$ cat src/rtl/bp_io_uc_responder.sv
// Uncached I/O responder: one single-beat uncached LCE request becomes a memory forward, then an LCE command.
// Optional memory-response timeout is enabled by defining BP_IO_UC_RESPONDER_TIMEOUT_EN.

package bp_io_uc_responder_pkg;

   typedef enum logic [1:0] {
      e_bp_default_cfg   = 2'd0,
      e_bp_wide_fill_cfg = 2'd1
   } bp_params_e;

   localparam int paddr_width_gp  = 40;
   localparam int lce_id_width_gp = 4;
   localparam int cce_id_width_gp = 4;
   localparam int did_width_gp    = 4;

   function automatic int bedrock_fill_width(bp_params_e cfg);
      case (cfg)
         e_bp_wide_fill_cfg: return 128;
         default:            return 64;
      endcase
   endfunction

   typedef enum logic [3:0] {
      e_bedrock_req_rd_miss = 4'd0,
      e_bedrock_req_wr_miss = 4'd1,
      e_bedrock_req_uc_rd   = 4'd2,
      e_bedrock_req_uc_wr   = 4'd3,
      e_bedrock_req_uc_amo  = 4'd4
   } bp_bedrock_req_type_e;

   typedef enum logic [3:0] {
      e_bedrock_mem_rd  = 4'd0,
      e_bedrock_mem_wr  = 4'd1,
      e_bedrock_mem_amo = 4'd2
   } bp_bedrock_mem_type_e;

   typedef enum logic [3:0] {
      e_bedrock_cmd_sync       = 4'd0,
      e_bedrock_cmd_data       = 4'd4,
      e_bedrock_cmd_uc_data    = 4'd11,
      e_bedrock_cmd_uc_st_done = 4'd12
   } bp_bedrock_cmd_type_e;

   typedef enum logic [3:0] {
      e_bedrock_store  = 4'd0,
      e_bedrock_amoadd = 4'd1
   } bp_bedrock_subop_e;

   typedef enum logic [2:0] {
      e_bedrock_msg_size_1   = 3'd0,
      e_bedrock_msg_size_2   = 3'd1,
      e_bedrock_msg_size_4   = 3'd2,
      e_bedrock_msg_size_8   = 3'd3,
      e_bedrock_msg_size_16  = 3'd4,
      e_bedrock_msg_size_32  = 3'd5,
      e_bedrock_msg_size_64  = 3'd6,
      e_bedrock_msg_size_128 = 3'd7
   } bp_bedrock_msg_size_e;

   typedef struct packed {
      logic [did_width_gp-1:0]    src_did;
      logic [lce_id_width_gp-1:0] src_id;
   } bp_bedrock_lce_req_payload_s;

   typedef struct packed {
      bp_bedrock_lce_req_payload_s payload;
      logic [2:0]                  size;
      logic [paddr_width_gp-1:0]   addr;
      logic [3:0]                  subop;
      logic [3:0]                  msg_type;
   } bp_bedrock_lce_req_header_s;

   typedef struct packed {
      logic [did_width_gp-1:0]    src_did;
      logic [lce_id_width_gp-1:0] lce_id;
   } bp_bedrock_mem_payload_s;

   typedef struct packed {
      bp_bedrock_mem_payload_s   payload;
      logic [2:0]                size;
      logic [paddr_width_gp-1:0] addr;
      logic [3:0]                subop;
      logic [3:0]                msg_type;
   } bp_bedrock_mem_header_s;

   typedef struct packed {
      logic [did_width_gp-1:0]    src_did;
      logic [cce_id_width_gp-1:0] src_id;
      logic [lce_id_width_gp-1:0] dst_id;
   } bp_bedrock_lce_cmd_payload_s;

   typedef struct packed {
      bp_bedrock_lce_cmd_payload_s payload;
      logic [2:0]                  size;
      logic [paddr_width_gp-1:0]   addr;
      logic [3:0]                  subop;
      logic [3:0]                  msg_type;
   } bp_bedrock_lce_cmd_header_s;

endpackage

module bp_io_uc_responder
   import bp_io_uc_responder_pkg::*;
#(
   parameter bp_params_e bp_params_p      = e_bp_default_cfg,
   parameter int         timeout_cycles_p = 1024,
   localparam int bedrock_fill_width_p    = bedrock_fill_width(bp_params_p),
   localparam int cce_id_width_p          = cce_id_width_gp,
   localparam int lce_req_header_width_lp = $bits(bp_bedrock_lce_req_header_s),
   localparam int mem_fwd_header_width_lp = $bits(bp_bedrock_mem_header_s),
   localparam int mem_rev_header_width_lp = $bits(bp_bedrock_mem_header_s),
   localparam int lce_cmd_header_width_lp = $bits(bp_bedrock_lce_cmd_header_s)
) (
   input  logic                               clk_i,
   input  logic                               reset_i,
   input  logic [cce_id_width_p-1:0]          cce_id_i,
   input  logic [lce_req_header_width_lp-1:0] lce_req_header_i,
   input  logic [bedrock_fill_width_p-1:0]    lce_req_data_i,
   input  logic                               lce_req_v_i,
   output logic                               lce_req_ready_and_o,
   output logic [mem_fwd_header_width_lp-1:0] mem_fwd_header_o,
   output logic [bedrock_fill_width_p-1:0]    mem_fwd_data_o,
   output logic                               mem_fwd_v_o,
   input  logic                               mem_fwd_ready_and_i,
   input  logic [mem_rev_header_width_lp-1:0] mem_rev_header_i,
   input  logic [bedrock_fill_width_p-1:0]    mem_rev_data_i,
   input  logic                               mem_rev_v_i,
   output logic                               mem_rev_ready_and_o,
   output logic [lce_cmd_header_width_lp-1:0] lce_cmd_header_o,
   output logic [bedrock_fill_width_p-1:0]    lce_cmd_data_o,
   output logic                               lce_cmd_v_o,
   input  logic                               lce_cmd_ready_and_i,
   output logic                               busy_o,
   output logic                               timeout_o
);

   typedef enum logic [1:0] {e_ready, e_fwd, e_rev, e_cmd} state_e;

   state_e                           r_state;
   bp_bedrock_lce_req_header_s       r_req;
   logic [bedrock_fill_width_p-1:0]  r_req_data;
   logic [bedrock_fill_width_p-1:0]  r_rev_data;

   bp_bedrock_lce_req_header_s       w_in_req;
   bp_bedrock_mem_header_s           w_fwd;
   bp_bedrock_lce_cmd_header_s       w_cmd;
   logic                             w_in_uc;
   logic                             w_is_wr;
   logic                             w_rev_take;
   logic                             w_drain;
   logic                             w_timeout;
   logic                             w_unused;

   assign w_in_req   = lce_req_header_i;
   assign w_in_uc    = (w_in_req.msg_type == e_bedrock_req_uc_rd)
                     | (w_in_req.msg_type == e_bedrock_req_uc_wr);
   assign w_is_wr    = (r_req.msg_type == e_bedrock_req_uc_wr);
   assign w_rev_take = (r_state == e_rev) & mem_rev_v_i & ~w_drain;

`ifdef BP_IO_UC_RESPONDER_TIMEOUT_EN
   localparam int cnt_width_lp = (timeout_cycles_p > 2) ? $clog2(timeout_cycles_p) : 1;

   logic [cnt_width_lp-1:0] r_count;
   logic                    r_drain;

   // The drain flag soaks up the one late beat owed by a timed-out transaction.
   assign w_drain   = r_drain;
   assign w_timeout = (r_state == e_rev) & ~w_rev_take
                    & (r_count == cnt_width_lp'(timeout_cycles_p - 1));
   assign w_unused  = ^{mem_rev_header_i, r_req.subop};
`else
   assign w_drain   = 1'b0;
   assign w_timeout = 1'b0;
   assign w_unused  = ^{mem_rev_header_i, r_req.subop, 1'(timeout_cycles_p)};
`endif

   always_ff @(posedge clk_i) begin
      if (reset_i) begin
         r_state    <= e_ready;
         r_req      <= '0;
         r_req_data <= '0;
         r_rev_data <= '0;
`ifdef BP_IO_UC_RESPONDER_TIMEOUT_EN
         r_count    <= '0;
         r_drain    <= 1'b0;
`endif
      end else begin
`ifdef BP_IO_UC_RESPONDER_TIMEOUT_EN
         if (r_drain && mem_rev_v_i) r_drain <= 1'b0;
`endif
         case (r_state)
            e_ready: begin
               if (lce_req_v_i) begin
                  r_req      <= w_in_req;
                  r_req_data <= lce_req_data_i;
                  if (w_in_uc) r_state <= e_fwd;
               end
            end
            e_fwd: begin
               if (mem_fwd_ready_and_i) begin
                  r_state <= e_rev;
`ifdef BP_IO_UC_RESPONDER_TIMEOUT_EN
                  r_count <= '0;
`endif
               end
            end
            e_rev: begin
               if (w_rev_take) begin
                  r_rev_data <= mem_rev_data_i;
                  r_state    <= e_cmd;
               end
`ifdef BP_IO_UC_RESPONDER_TIMEOUT_EN
               else if (w_timeout) begin
                  r_rev_data <= '0;
                  r_state    <= e_cmd;
                  r_drain    <= 1'b1;
               end else begin
                  r_count <= r_count + 1'b1;
               end
`endif
            end
            e_cmd: begin
               if (lce_cmd_ready_and_i) r_state <= e_ready;
            end
            default: r_state <= e_ready;
         endcase
      end
   end

   // Outgoing headers are pure functions of the registered request, so they stay stable under backpressure.
   always_comb begin
      w_fwd                 = '0;
      w_fwd.msg_type        = w_is_wr ? e_bedrock_mem_wr : e_bedrock_mem_rd;
      w_fwd.subop           = e_bedrock_store;
      w_fwd.addr            = r_req.addr;
      w_fwd.size            = r_req.size;
      w_fwd.payload.lce_id  = r_req.payload.src_id;
      w_fwd.payload.src_did = r_req.payload.src_did;

      w_cmd                 = '0;
      w_cmd.msg_type        = w_is_wr ? e_bedrock_cmd_uc_st_done : e_bedrock_cmd_uc_data;
      w_cmd.addr            = r_req.addr;
      w_cmd.size            = r_req.size;
      w_cmd.payload.dst_id  = r_req.payload.src_id;
      w_cmd.payload.src_id  = cce_id_i;
      w_cmd.payload.src_did = r_req.payload.src_did;
   end

   assign lce_req_ready_and_o = (r_state == e_ready) & ~reset_i;
   assign mem_fwd_v_o         = (r_state == e_fwd) & ~reset_i;
   assign mem_rev_ready_and_o = ((r_state == e_rev) | w_drain) & ~reset_i;
   assign lce_cmd_v_o         = (r_state == e_cmd) & ~reset_i;
   assign busy_o              = (r_state != e_ready) & ~reset_i;
   assign timeout_o           = w_timeout & ~reset_i;

   assign mem_fwd_header_o    = w_fwd;
   assign mem_fwd_data_o      = r_req_data;
   assign lce_cmd_header_o    = w_cmd;
   assign lce_cmd_data_o      = w_is_wr ? '0 : r_rev_data;

endmodule

$ cat config.mk
export PLATFORM = sky130hd
export DESIGN_NAME = bp_io_uc_responder
export DESIGN_NICKNAME = d
export VERILOG_FILES = /design/src/rtl/bp_io_uc_responder.sv
export SDC_FILE = /design/constraint.sdc
export NUM_CORES = 1
export LEC_CHECK = 0
export ABC_AREA = 1
export BUFFER_PORTS_ARGS = -buffer_cell sky130_fd_sc_hd__buf_4
export CELL_PAD_IN_SITES_DETAIL_PLACEMENT = 0
export CELL_PAD_IN_SITES_GLOBAL_PLACEMENT = 1
export CORE_AREA = 2 2 200 202
export CTS_CLUSTER_SIZE = 14
export DETAILED_ROUTE_END_ITERATION = 12
export DIE_AREA = 0 0 202 204
export PLACE_DENSITY_LB_ADDON = 0.1
export SYNTH_ARGS = -nofsm -noshare
export SYNTH_HDL_FRONTEND = slang
export SYNTH_SLANG_ARGS = --single-unit
$ cat constraint.sdc
create_clock -name clk_i -period 1.31 [get_ports clk_i]
set_input_delay 0.1965 -clock clk_i [delete_from_list [all_inputs] [get_ports clk_i]]
set_output_delay 0.1965 -clock clk_i [all_outputs]
set_load 0.03 [all_outputs]
==> out/metrics.yaml, run 1 <==
run_status:
  status: "finished, violations left"
  failed_checks: "negative setup slack"
timing:
  clock_skew_ps: 11.00
  fin_ws_ps: -493.4
  hold_viol: 0
  finalSetupTns_ps: -68810
  rsz0062_at_grt: "yes"
  fmax_mhz: 554.5
  max_slew.worst_pin.slew_ps: 646.9
  relSlewSlack_pct: 56.88
  final.period_utilization_pct: 137.7
  min_period_ps: 1803
  finalSetupViolCount: 261
  slew_violations: 0
cts:
  path_clk_slew_ps: 70
  cts_max_path_buffers: 2
  cts_tree: "yes"
  numCtsBuffers: 17
  h-tree-depth: 4
  clock_latency_ps: 450
  clock_sinks: 185
  root_buffer: "clkbuf_16"
yosys:
  synthCells: 1034
  syn_area_per_cell_um2: 7.654
  synth_area_um2: 7914
  synthDistinctLibCells: 19
  yosysWarnings: 0
  yosysSeqAreaShare_pct: 46.80
  ys_ff_latch: 185
route:
  viasPerCell: 4.009
  antenna_left: 0
  vias: 8414
  wl_mm: 35.38
  wire_per_inst_um: 16.86
  dr.pass1.iters: 5
  drc_errors: 0
  detail_route.iter0.violations: 228
floorplan:
  die_h_um: 204
  die_area_um2: 41210
  initial_core_util_pct: 20.20
  rows: 73
  die_x_um: 202
  coreArea_um2: 39180
  pin_count: 512
power:
  power.internal_w: 0.01818
  p_seq_share_pct: 25.5
  power_frac_clock_pct: 15.6
  p_comb_share_pct: 59.0
  switching_share_pct: 42.75
  p_leak_nw: 6.965
  ir_drop_v: 0.0009087
  p_switching_w: 0.01357
  power_density_nw_per_um2: 2015
critical_path:
  worstReg2RegStart: "r_state[0]"
  required_ps: 1110
  worstPathMaxFanout: 9
  cp-startpoint: "r_req[2]"
  path_class: "register to output pin"
  start_kind: "register"
  crit_arrival_ps: 1610
  end_kind: "output pin"
global_routing:
  busiest_layer: "met2"
  globalRouteMet2Util_pct: 25.56
  track_usage_pct: 14.27
  antenna_found_initial: 1
  gr-usage-met3_pct: 3.045
  gr-total-overflow: 0
  grt_pass1_wl_mm: 45.04
  grt_pass1_vias: 7551
  grt_use_met1_pct: 16.63
  grt_max_degree: 82
worst_hold_path:
  min_path_type: "input pin to register"
  holdCritStartpoint: "mem_rev_data_i[59]"
layout:
  final_common_cell: "buf_4"
  area_growth_pct: 99.08
  final_cell_mix: "buf_4, nor2_1, dfxtp_1, dlygate4sd3_1, o21ai_2"
  finalNonFillerCells: 2099
  nets: 1821
  drive_above_1_share_pct: 52.13
  finalCoreUtilization_pct: 40.21
  fin_area_um2: 15760
place:
  place.gp.congestion: 0.7164
  portBuffers: 427
  placed_area_um2: 10880
  dp.cells: 1840
  dp_hpwl_mm: 20.44
run:
  drv_cap: 0
## per-layer routing
| metal | part of all wire, % | routed length [µm] |
|---|---|---|
| met5 | 0 | 0 |
| met4 | 1.9 | 665 |
| met3 | 4.1 | 1467 |
| met2 | 51 | 18170 |
| met1 | 43 | 15080 |
## timing repair
action / CTS / global route
hold buffers: 126 / 19
hold endpoints to repair: 126 / 19
endpoints found under the setup margin: 260 / 264
pin swaps: 9 / 47
gates resized for setup: 121 / 404
cloned: 9 / 45
setup buffers: 12 / 22
## cells in the mapped netlist (all sizes together)
cell	instances	share of area, %
a21oi	66	4.2
o21ai	183	12
nand3	2	0.13
ha	5	0.79
nor2	314	15
nand2	10	0.51
dfxtp	185	47
and3	1	0.079
inv	77	3.7
conb	2	0.095
clkbuf	17	0.96
buf	172	16
## through the flow
stage | hold slack (ps) | total power [W] | setup slack (ps)
global placement | 393.2 | 0.01993 | -81.49
floorplan | 344.3 | 0.01648 | -96.28
finish | 2.538 | 0.03175 | -493.4
detailed placement | 393.2 | 0.01999 | -110.1
global route | 1.506 | 0.03355 | -579.2
CTS | 0.1620 | 0.02723 | -522.8
## worst max-delay path: stages (launching register included)
cell and delay [ps]:
dfxtp_2 320, nor2_1 90, and3_4 190, buf_12 160, buf_6 170, nor2_1 50, buf_4 170
## sequential cells by signal (all words and copies together), names as in the netlist
name / cells
r_req: 4
mem_fwd_data_o: 64
r_state: 2
r_rev_data: 64
lce_cmd_header_o: 51
## path summary, 6_finish.rpt
check	to	slack, ps	cells after the start
max	lce_cmd_data_o[0]	-490	6
min	r_rev_data[59]	3	3
min reg2reg	r_rev_data[39]	450	2
max reg2reg	lce_cmd_header_o[43]	-280	10
## power groups by stage
stage | Combinational, W | Clock [W] | Sequential (W)
floorplan | 0.00772 | 0 | 0.00876
global placement | 0.0120 | 0 | 0.00791
detailed placement | 0.0120 | 0 | 0.00794
CTS | 0.0142 | 0.00517 | 0.00789
global route | 0.0199 | 0.00536 | 0.00827
finish | 0.0187 | 0.00494 | 0.00809
## cell type report
| class | instances | area (µm²) |
|---|---|---|
| flip-flops and latches | 185 | 3714 |
| multi-input cells | 596 | 3781 |
| fillers | 4071 | 23430 |
| repair inverters | 2 | 31.28 |
| repair buffers | 681 | 6726 |
| well taps | 525 | 656.9 |
| inverters | 77 | 316.6 |
| diodes | 1 | 2.502 |
| clock buffers | 25 | 485.5 |
| clock inverters | 7 | 41.29 |
## cells by family after synthesis
logic type                 synth area share (%)
adders and majority gates                0.7905
buffers and inverters                     20.96
DFF                                       46.80
AOI/OAI and AO/OA                         15.75
other                                   0.09490
and+or+nand+nor                           15.60
(Power assumes the default switching activity.)
==> inputs of run 2 (changes only) <==
--- a/config.mk
+++ b/config.mk
@@ -13,6 +13,7 @@
 export CTS_CLUSTER_SIZE = 14
 export DETAILED_ROUTE_END_ITERATION = 12
 export DIE_AREA = 0 0 202 204
+export MAX_ROUTING_LAYER = met4
 export PLACE_DENSITY_LB_ADDON = 0.1
 export SYNTH_ARGS = -nofsm -noshare
 export SYNTH_HDL_FRONTEND = slang
==> run 2 against run 1 <==
The run still ends with negative setup slack left. Via count fell by 2.1%. Critical path type unchanged. Total power fell by 5.3%. Sequential share of layout area rose by 1.2 points. Utilization fell by 1.9 points. Flip-flop and latch count did not move.
==> out/metrics.yaml, run 2 (synthesis gave the netlist of run 1 again) <==
place:
  place.gp.congestion: 0.7247  # +1.2%
  portBuffers: 427  # unchanged
  dp.cells: 1840  # unchanged
  dp_hpwl_mm: 20.44  # unchanged
route:
  vias: 8240  # -2.1%
  detail_route.iter0.violations: 235  # +3.1%
  wl_mm: 34.04  # -3.8%
  dr.pass1.iters: 6  # +1
  drc_errors: 0  # unchanged
  antenna_left: 0  # unchanged
  wire_per_inst_um: 16.45  # -2.4%
  viasPerCell: 3.981  # -0.70%
global_routing:
  grt_max_degree: 82  # unchanged
  gr-total-overflow: 0  # unchanged
  grt_pass1_vias: 7586  # +0.46%
  grt_pass1_wl_mm: 44.91  # -0.29%
  track_usage_pct: 14.68  # +0.41 points
  antenna_found_initial: 1  # unchanged
critical_path:
  required_ps: 1110  # about the same
  start_kind: "register"
  end_kind: "output pin"
  path_class: "register to output pin"
  worstPathMaxFanout: 9  # unchanged
  crit_arrival_ps: 1610  # about the same
cts:
  path_clk_slew_ps: 70  # about the same
  root_buffer: "clkbuf_16"
  numCtsBuffers: 17  # unchanged
  clock_sinks: 185  # unchanged
  cts_max_path_buffers: 2  # unchanged
  clock_latency_ps: 440  # about the same
  h-tree-depth: 4  # unchanged
  cts_tree: "yes"
timing:
  rsz0062_at_grt: "yes"
  finalSetupViolCount: 260  # -0.38%
  slew_violations: 0  # unchanged
  final.period_utilization_pct: 137.7  # about the same
  fmax_mhz: 554.5  # about the same
  fin_ws_ps: -493.4  # -0.07800 ps
  relSlewSlack_pct: 60.61  # +3.7 points
  min_period_ps: 1803  # +0.07800 ps
  finalSetupTns_ps: -66600  # +2214 ps
  hold_slack_ps: 4.532  # +1.994 ps
  hold_viol: 0  # unchanged
  clock_skew_ps: 11.39  # +0.3893 ps
  max_slew.worst_pin.slew_ps: 590.9  # -56.01 ps
layout:
  final_common_cell: "buf_4"
  area_growth_pct: 89.45
  finalNonFillerCells: 2070  # -1.4%
  final_cell_mix: "buf_4, nor2_1, dfxtp_1, dlygate4sd3_1, o21ai_2"
  drive_above_1_share_pct: 47.73  # -4.4 points
  nets: 1792  # -1.6%
run_status:
  status: "finished, violations left"
  failed_checks: "negative setup slack"
power:
  p_leak_nw: 6.691  # -3.9%
  power_density_nw_per_um2: 2006  # -0.44%
  ir_drop_v: 0.0008948  # -1.5%
  totalPowerFinal_w: 0.03008  # -5.3%
worst_hold_path:
  min_path_type: "input pin to register"
run:
  drv_cap: 0  # unchanged
floorplan:
  die_area_um2: 41210  # unchanged
  rows: 73  # unchanged
  coreArea_um2: 39180  # unchanged
  pin_count: 512  # unchanged
  die_x_um: 202  # unchanged
  initial_core_util_pct: 20.20  # unchanged
  die_h_um: 204  # unchanged
[run 2: cell count changes in the layout (fill, tap and decap cells not counted), moves of 6 or more]
cell	delta
nor2_1	+21
a21oi_2	-10
dlygate4sd3_1	-12
o21ai_1	+21
o21ai_2	-28
o21ai_0	+10
buf_8	-6
clkbuf_16	-7
a21oi_1	+10
nor2_4	-17
[run 2: critical path, stage by stage (launching register included)]
cell,delay (ps)
dfxtp_2,320
nor2_1,90
and3_4,190
buf_12,160
buf_6,170
nor2_1,50
buf_4,170
[run 2: worst paths after layout]
check	from	cells past startpoint	slack (ps)	to
min reg2reg	r_rev_data[47]	2	450	r_rev_data[47]
max reg2reg	r_state[1]	10	-290	lce_cmd_header_o[22]
max	r_req[2]	6	-490	lce_cmd_data_o[0]
min	mem_rev_data_i[59]	3	5	r_rev_data[59]
[run 2: layout make-up]
type	count	area [µm²]
fill	4095	24190
timing repair buffer	652	6299
sequential	185	3712
multi-input combinational	596	3446
tap	525	656.9
clock buffer	25	485.5
inverter	77	319.1
clock inverter	7	41.29
timing repair inverter	2	31.28
antenna	1	2.502
[run 2: where the power goes]
part | switching [W] | internal (W) | total, W | leakage [nW]
logic | 0.00952 | 0.00759 | 0.0171 | 4.90
registers | 0.000979 | 0.00705 | 0.00803 | 1.52
clock network | 0.00236 | 0.00258 | 0.00493 | 0.261
total | 0.0129 | 0.0172 | 0.0301 | 6.69
[run 2: repair_timing]
action                                  CTS  global route
resized for setup                       121           288
hold buffers                            126             7
pin swaps                                 9            31
endpoints found under the setup margin  260           264
setup buffers                            12            14
hold endpoints to repair                126             7
cloned                                    9            34
[run 2: metal layers]
metal  up-vias  track usage (%)  share of wire (%)
li1       4139                -                  -
met1      3819            16.63                 42
met2       248            25.60                 51
met3        34            2.902                4.6
met4         0            5.515                2.1
met5         -                -                  0
[run 2: per-stage QoR]
| step | util, % | cell area, µm² | worst slack, ps |
|---|---|---|---|
| global placement | 27.78 | 10880 | -81.49 |
| floorplan | - | 7963 | -96.28 |
| CTS | 33.99 | 13320 | -522.8 |
| global route | 38.26 | 14990 | -579.2 |
| finish | 38.26 | 14990 | -493.4 |
| detailed placement | 27.78 | 10880 | -110.1 |
